<file path="config.mk">
export PLATFORM = sky130hd
export DESIGN_NAME = linebuffer_window9
export DESIGN_NICKNAME = d
export VERILOG_FILES = /design/src/rtl/linebuffer_window9.sv
export SDC_FILE = /design/constraint.sdc
export NUM_CORES = 2
export LEC_CHECK = 0
export BUFFER_PORTS_ARGS = -buffer_cell sky130_fd_sc_hd__buf_2
export CAP_MARGIN = 20
export CELL_PAD_IN_SITES_DETAIL_PLACEMENT = 1
export CELL_PAD_IN_SITES_GLOBAL_PLACEMENT = 1
export CORE_ASPECT_RATIO = 1.1
export CORE_UTILIZATION = 45
export CTS_CLUSTER_DIAMETER = 100
export CTS_CLUSTER_SIZE = 14
export DETAILED_ROUTE_END_ITERATION = 16
export PLACE_DENSITY = 0.85
export SYNTH_ARGS = -nofsm -noshare
export SYNTH_HDL_FRONTEND = slang
export SYNTH_SLANG_ARGS = --single-unit
</file>
<file path="constraint.sdc">
create_clock -name clk -period 7.2 [get_ports clk]
set_clock_uncertainty 0.2 [all_clocks]
set_input_delay 1.08 -clock clk [delete_from_list [all_inputs] [get_ports clk]]
set_output_delay 1.08 -clock clk [all_outputs]
set_load 0.02 [all_outputs]
</file>
<file path="src/rtl/linebuffer_window9.sv">
// linebuffer_window9
// Streams raster-order 7-bit pixels and presents a 9x9 neighbourhood window
// through a one-deep valid/ready output stage. Eight line stores hold the
// previous eight rows in a single 56-bit-wide RAM, with one 7-bit lane per row.
// The RAM read is registered, so the read address always points at the
// column of the next pixel to be accepted.
module linebuffer_window9 #(
    parameter int IMG_W = 28,
    parameter int IMG_H = 28
) (
    input  logic         clk,
    input  logic         rst,
    input  logic [6:0]   in_pixel,
    input  logic         in_valid,
    input  logic         in_sof,
    output logic         in_ready,
    output logic [566:0] win,
    output logic         out_valid,
    input  logic         out_ready,
    output logic [4:0]   out_row,
    output logic [4:0]   out_col,
    output logic         frame_done
);

    localparam int PW      = 7;
    localparam int K       = 9;
    localparam int LINES   = K - 1;
    localparam int LW      = PW * LINES;
    localparam int WIN_W   = PW * K * K;
    localparam int CW_RAW  = ($clog2(IMG_W) > $clog2(IMG_H)) ? $clog2(IMG_W) : $clog2(IMG_H);
    localparam int CW      = (CW_RAW < 5) ? 5 : CW_RAW;

    localparam logic [CW-1:0] C_ONE      = CW'(1);
    localparam logic [CW-1:0] C_FIRST_OK = CW'(K - 1);
    localparam logic [CW-1:0] C_LAST_COL = CW'(IMG_W - 1);
    localparam logic [CW-1:0] C_LAST_ROW = CW'(IMG_H - 1);

    // Raster position of the next pixel to be accepted
    logic [CW-1:0]    r_col;
    logic [CW-1:0]    r_row;

    // Output stage
    logic             r_out_valid;
    logic             r_frame_done;
    logic [4:0]       r_out_row;
    logic [4:0]       r_out_col;
    logic [WIN_W-1:0] r_win;

    // Line stores: lane j (bits 7j+6:7j) holds row (current-8+j) at that column
    logic [LW-1:0]    r_line_mem [IMG_W];
    logic [LW-1:0]    r_line_rd;

    // Combinational helpers
    logic             w_xfer;
    logic [CW-1:0]    w_row_eff;
    logic [CW-1:0]    w_col_eff;
    logic             w_last_col;
    logic             w_last_row;
    logic             w_qualify;
    logic [CW-1:0]    w_col_next;
    logic [CW-1:0]    w_row_next;
    logic [CW-1:0]    w_rd_addr;
    logic [PW*K-1:0]  w_new_col;
    logic [LW-1:0]    w_line_wr;
    logic [WIN_W-1:0] w_win_next;

    assign in_ready   = !r_out_valid || out_ready;
    assign w_xfer     = in_valid && in_ready && !rst;

    // A start-of-frame pixel is placed at (0,0) whatever the counters say
    assign w_row_eff  = in_sof ? '0 : r_row;
    assign w_col_eff  = in_sof ? '0 : r_col;
    assign w_last_col = (w_col_eff == C_LAST_COL);
    assign w_last_row = (w_row_eff == C_LAST_ROW);

    // Only windows lying completely inside the image are presented
    assign w_qualify  = (w_row_eff >= C_FIRST_OK) && (w_col_eff >= C_FIRST_OK);

    // New rightmost window column: eight stored rows, then the incoming pixel
    assign w_new_col  = {in_pixel, r_line_rd};

    // Vertical shift at this column: drop the oldest row, append the new pixel
    assign w_line_wr  = w_new_col[PW*K-1:PW];

    // Raster advance and RAM read address for the next accepted pixel
    always_comb begin
        w_col_next = w_col_eff + C_ONE;
        w_row_next = w_row_eff;
        if (w_last_col) begin
            w_col_next = '0;
            w_row_next = w_last_row ? '0 : (w_row_eff + C_ONE);
        end
        w_rd_addr = w_xfer ? w_col_next : r_col;
    end

    // Window shifts one column left; column 8 is refilled from w_new_col
    genvar gi, gj;
    generate
        for (gi = 0; gi < K; gi++) begin : g_win_row
            for (gj = 0; gj < K - 1; gj++) begin : g_win_col
                assign w_win_next[PW*(K*gi+gj) +: PW] = r_win[PW*(K*gi+gj+1) +: PW];
            end
            assign w_win_next[PW*(K*gi+K-1) +: PW] = w_new_col[PW*gi +: PW];
        end
    endgenerate

    // Line store RAM: write the shifted column on transfer, registered read
    always_ff @(posedge clk) begin
        if (w_xfer) begin
            r_line_mem[w_col_eff] <= w_line_wr;
        end
        r_line_rd <= r_line_mem[w_rd_addr];
    end

    // Raster counters
    always_ff @(posedge clk) begin
        if (rst) begin
            r_col <= '0;
            r_row <= '0;
        end else if (w_xfer) begin
            r_col <= w_col_next;
            r_row <= w_row_next;
        end
    end

    // Window register advances on every accepted pixel
    always_ff @(posedge clk) begin
        if (rst) begin
            r_win <= '0;
        end else if (w_xfer) begin
            r_win <= w_win_next;
        end
    end

    // Output handshake, window coordinates and end-of-frame pulse
    always_ff @(posedge clk) begin
        if (rst) begin
            r_out_valid  <= 1'b0;
            r_out_row    <= '0;
            r_out_col    <= '0;
            r_frame_done <= 1'b0;
        end else begin
            r_frame_done <= w_xfer && w_last_row && w_last_col;
            if (w_xfer) begin
                r_out_valid <= w_qualify;
                if (w_qualify) begin
                    r_out_row <= w_row_eff[4:0];
                    r_out_col <= w_col_eff[4:0];
                end
            end else if (out_ready) begin
                r_out_valid <= 1'b0;
            end
        end
    end

    assign win        = r_win;
    assign out_valid  = r_out_valid;
    assign out_row    = r_out_row;
    assign out_col    = r_out_col;
    assign frame_done = r_frame_done;

endmodule

</file>
# Yosys cells after proc, flatten, opt, wreduce, memory -nomap -nowiden
# Memories as Yosys holds them, arrays and structs flattened. A register that Yosys moved wholly into a read port is not among the register bits.
# Index checks and enable logic that the tools add are counted.
dict set report word_totals {
  register_bits 589
  ram_bits 1568
  inputBits 12
  elab_cells 34
  memories 1
}
dict set report classes {
  add_sub_neg 2
  n_lt_le_gt_ge 2
  eq_ne 2
  n_mux 10
  reduce_logical 10
}
# name words width read_ports rd_ports_with_merged_regs write_ports line
set mem_list {}
lappend mem_list {r_line_mem 28 56 1 1 1 50} ;# logic [LW-1:0] r_line_mem [IMG_W];
# operator count
set op_table {}
lappend op_table {{two-way mux 5 bit} 6}
lappend op_table {{adder 5 x 1 -> 5 bit (second input constant)} 2}
lappend op_table {{== test 5 bit (second input constant)} 2}
lappend op_table {{greater-or-equal comparator 5 x 4 -> 1 bit (second input constant)} 2}
lappend op_table {{logical AND 1 bit} 5}
lappend op_table {{two-way mux 1 bit} 4}
lappend op_table {{zero test 1 bit} 2}
lappend op_table {{AND reduction 2 bit} 1}
lappend op_table {{nonzero test 2 bit} 1}
lappend op_table {{logical OR 1 bit} 1}

# Longest topological paths before layout
dict set report depth {
  word_depth 6
  ltp_mapped 14
  ltp_nobuf 10
}

# Least setup slack after synthesis
# No wires, ideal clock.
dict set report synth_path {
  path_kind {input -> register}
  from {input port rst}
  to {memory r_line_mem[17][0] in the netlist's numbering (enable)}
  setup_ns 0.539
  arrival_ns 6.074
  required_time_ns 6.461
  setup_slack_ns 0.388
  cell_stages 7
  cell_sequence {nand2b_1 buf_2 nor2_4 clkbuf_1 clkbuf_1 nand2_1 nor3_1}
}
dict set report synth_via {
  elab_chain_len 4
}
# element line
set synth_rtl {}
lappend synth_rtl {{from (decl)} 12} ;# input logic rst,
lappend synth_rtl {{zero test 1 bit} 68} ;# assign w_xfer = in_valid && in_ready && !rst;
lappend synth_rtl {{logical AND 1 bit} 68}
lappend synth_rtl {{two-way mux 1 bit} 109} ;# if (w_xfer) begin
lappend synth_rtl {{two-way mux 1 bit (implied by the code)} 110} ;# r_line_mem[w_col_eff] <= w_line_wr;
lappend synth_rtl {{to (decl)} 50}
# No other way between the ends.

# Worst setup path after layout
dict set report layout_path {
  from {input port rst}
  to {register r_line_rd[27] (read register of r_line_mem)}
}
dict set report layout_via {
  elab_chain_len 3
}
# element line
set layout_rtl {}
lappend layout_rtl {{zero test 1 bit} 68}
lappend layout_rtl {{logical AND 1 bit} 68}
lappend layout_rtl {{two-way mux 5 bit} --}
lappend layout_rtl {{to (decl)} 51} ;# logic [LW-1:0] r_line_rd;
# No other way between the ends.
# A chain may end at the register's enable or synchronous reset.

==> run summary <==
The detailed-placement wirelength estimate is 151 mm. The number of violations reported at the end of detailed-routing iteration 0 came out at 8050. The type of element capturing the critical path is a register. The first global-routing pass estimated 412 mm of wire. Of the cells placed in the final design, the portion with a size suffix greater than 1 is 15.3%. The total congestion overflow is 0.

Before CTS, the worst setup slack after placement is 1650 ps. Ranked by instance count, the synthesized netlist is headed by sky130_fd_sc_hd__nand2_1 (1762), sky130_fd_sc_hd__edfxtp_1 (1568), sky130_fd_sc_hd__dfxtp_1 (645), sky130_fd_sc_hd__nand3b_1 (569), sky130_fd_sc_hd__clkbuf_1 (344). The top achievable clock speed is 0.208 GHz. The area added between synthesis and finish is 12.9%. In this run the number of H-tree levels came out at 4. The post-synthesis cell count is 6457. The insertion delay of the later-clocked pin in the worst-skew pair came out at 880 ps. Counting instances, the worst hold path has a depth of 2. After clock tree synthesis, the clock-pin slew on the worst setup and hold paths is 70 ps. The wire length per cell after detailed routing came out at 30.8 um. Global routing used 28.9% of the available tracks. The net count reported at finish is 6872. The die is 458 um tall.

After synthesis, the netlist uses 55 different library cells. The final setup slack of the worst path came out at 2400 ps. STA puts the critical path data arrival time at 5390 ps. The largest area contributor in the synthesized netlist is sky130_fd_sc_hd__edfxtp_1. The number of antenna violations at the first check in global routing came out at 12. The number of ports placed on the die boundary is 592.

The number of failing hold endpoints at the final stage is 0. The via count of the first global-routing pass came out at 62700. The portion of synthesized cell area occupied by the leading cell type is 55.4%.

The average vias per placed instance came out at 6.41. The row count is 166. The fraction of registers with async set/reset is 0%. The clock sink count is 2213. The number of iterations in the first detailed-routing pass came out at 5. Counting cells, the worst reg-to-reg path comes to 9. Routability-driven placement finished with a final weighted congestion of 0.827. Counting flops with a built-in enable in the synthesized netlist gives 1568.

The synthesis warning total came out at 0. Port buffering added 591 buffers. The hold-fix buffer count after cts came out at 0. The leakage power total came out at 36.4 nW. The post-route clock period utilization is 66.7%. Setup repair after global routing left no endpoint under its margin. STA classifies the critical path startpoint as an input port. The number of setup buffers added after CTS came out at 0. The maximum clock insertion buffer count came out at 3.

The post-layout minimum cycle time is 4800 ps. The run finished with clean final reports. The floorplan step defined a core boundary enclosing 0.187 sq mm. The final setup violation count is 0.

The number of remaining DRC errors is 0. The measured slew at the worst slew-check pin is 1380 ps. The flop and latch count out of synthesis is 2213. Buffers inserted during clock tree synthesis total 176. The root buffer cell is sky130_fd_sc_hd__clkbuf_16.

The worst vdd rail ir drop is 0.219 mV. The tightest slew margin relative to the limit came out at 7.83%. Yosys attributes the largest share of cell area to sky130_fd_sc_hd__edfxtp_1 (55%), sky130_fd_sc_hd__dfxtp_1 (15%), sky130_fd_sc_hd__nand2_1 (7.8%). In this run the worst hold path is classified as reg -> reg. The required time at the endpoint of the critical path came out at 7780 ps. The worst setup path is of the in -> reg kind. The share of synthesized area occupied by flip-flops and latches came out at 70.6%. The mean area per synthesized cell came out at 13.2 sq um. The pin count of the biggest net entering global routing is 327. The die area came out at 0.191 sq mm. The initial utilization of the core area, before any placement, comes to 45.5%. The detail route stage leaves a number of antenna-violating nets equal to 0. The number of gates resized after cts is 0. The max-capacitance violation count came out at 0.

The count of final max-slew check failures was 0. By instance count, the leading cell after synthesis is sky130_fd_sc_hd__nand2_1. TritonCTS built the clock tree. The number of nets in the synthesized netlist is 6475.

The final sum of negative setup slack came out at 0 ps. The width of the chip came out at 416 um. The total vias in the final route is 60400.

The overall routed net length came out at 290 mm. The synthesized area is 0.0850 sq mm. The primary flip-flop cell chosen by synthesis mapping is sky130_fd_sc_hd__edfxtp_1. The largest fanout of any net on the critical path is 155. In this run the power density over the cells is 260 mW/mm^2.
## power breakdown
part           total [mW]  switching, mW  leakage [nW]  internal, mW
Sequential           14.2          0.283          19.4          13.9
Clock                9.32           4.65          2.42          4.67
Combinational        1.45          0.960          14.5         0.486
## state kept, by name, indices dropped and copies added (netlist names)
name / flops
out_col: 5
out_valid: 1
frame_done: 1
win: 567
out_row: 5
r_row: 5
r_line_mem: 1568
r_col: 5
r_line_rd: 56
## final timing paths
check                  end         start  slack, ps
max          r_line_rd[27]           rst       2400
min                win[56]  r_line_rd[0]        240
max reg2reg  r_line_rd[27]     out_valid       2620
min reg2reg        win[56]  r_line_rd[0]        240
## placed cells by master, fill, tap and decap left out, drive strengths merged, types with 58 or more instances in the layout
cell type / synthesis / final
a311o: 110 / 110
mux4: 115 / 115
buf: 150 / 713
edfxtp: 1568 / 1568
a21oi: 125 / 125
a311oi: 58 / 58
nand2: 1763 / 1763
a211oi: 277 / 277
and3: 332 / 332
nand3b: 569 / 569
clkbuf: 344 / 290
dfxtp: 645 / 645
## routing by layer
metal / GRT usage (%) / vias to the layer above / wire length (um)
li1: - / 24500 / -
met1: 33.9 / 30300 / 99700
met2: 48.8 / 4329 / 142000
met3: 5.85 / 1145 / 29200
met4: 17.6 / 8 / 19400
met5: 0 / - / 55
## stage by stage
stage          cells  utilization, %  total power [mW]  instance area, sq um  hold WS, ps
2_1_floorplan   6457               -              15.2                 85000          192
3_3_place_gp    9090            48.3              15.7                 90300          226
3_5_place_dp    9093            48.4              15.8                 90300          228
4_1_cts         9395            51.1              24.8                 95400          240
5_1_grt         9417            51.4              25.4                 95900          262
6_report        9420            51.4              25.0                 95900          243
## cells by family after synthesis
group	count (synthesis)	synth area share, %
AND/OR/NAND/NOR	2748	15.8
flip-flops	2213	70.6
AO/OA/AOI/OAI	868	7.88
buffers and inverters	502	2.52
multiplexers	120	3.11
adder cells (fa/ha/maj)	6	0.0884
## final cells by class
type                       count  area [sq um]
fill                       18500         90800
tap                         2436          3050
clock inverter                12           158
clock buffer                 290          4920
sequential                  2213         60000
antenna                        6          15.0
multi-input combinational   3742         23100
timing repair buffer         713          4680
inverter                       8          37.5
## critical path, stage by stage
cell and delay (ps):
sky130_fd_sc_hd__buf_8 200, sky130_fd_sc_hd__nand2b_1 400, sky130_fd_sc_hd__nor2_4 600, sky130_fd_sc_hd__buf_4 860, sky130_fd_sc_hd__a31oi_1 280, sky130_fd_sc_hd__o22ai_4 210, sky130_fd_sc_hd__buf_12 520, sky130_fd_sc_hd__a21oi_1 280
sky130_fd_sc_hd__a22oi_1 350, sky130_fd_sc_hd__o221a_1 270
Note: power is estimated with default switching activity, not from simulation.
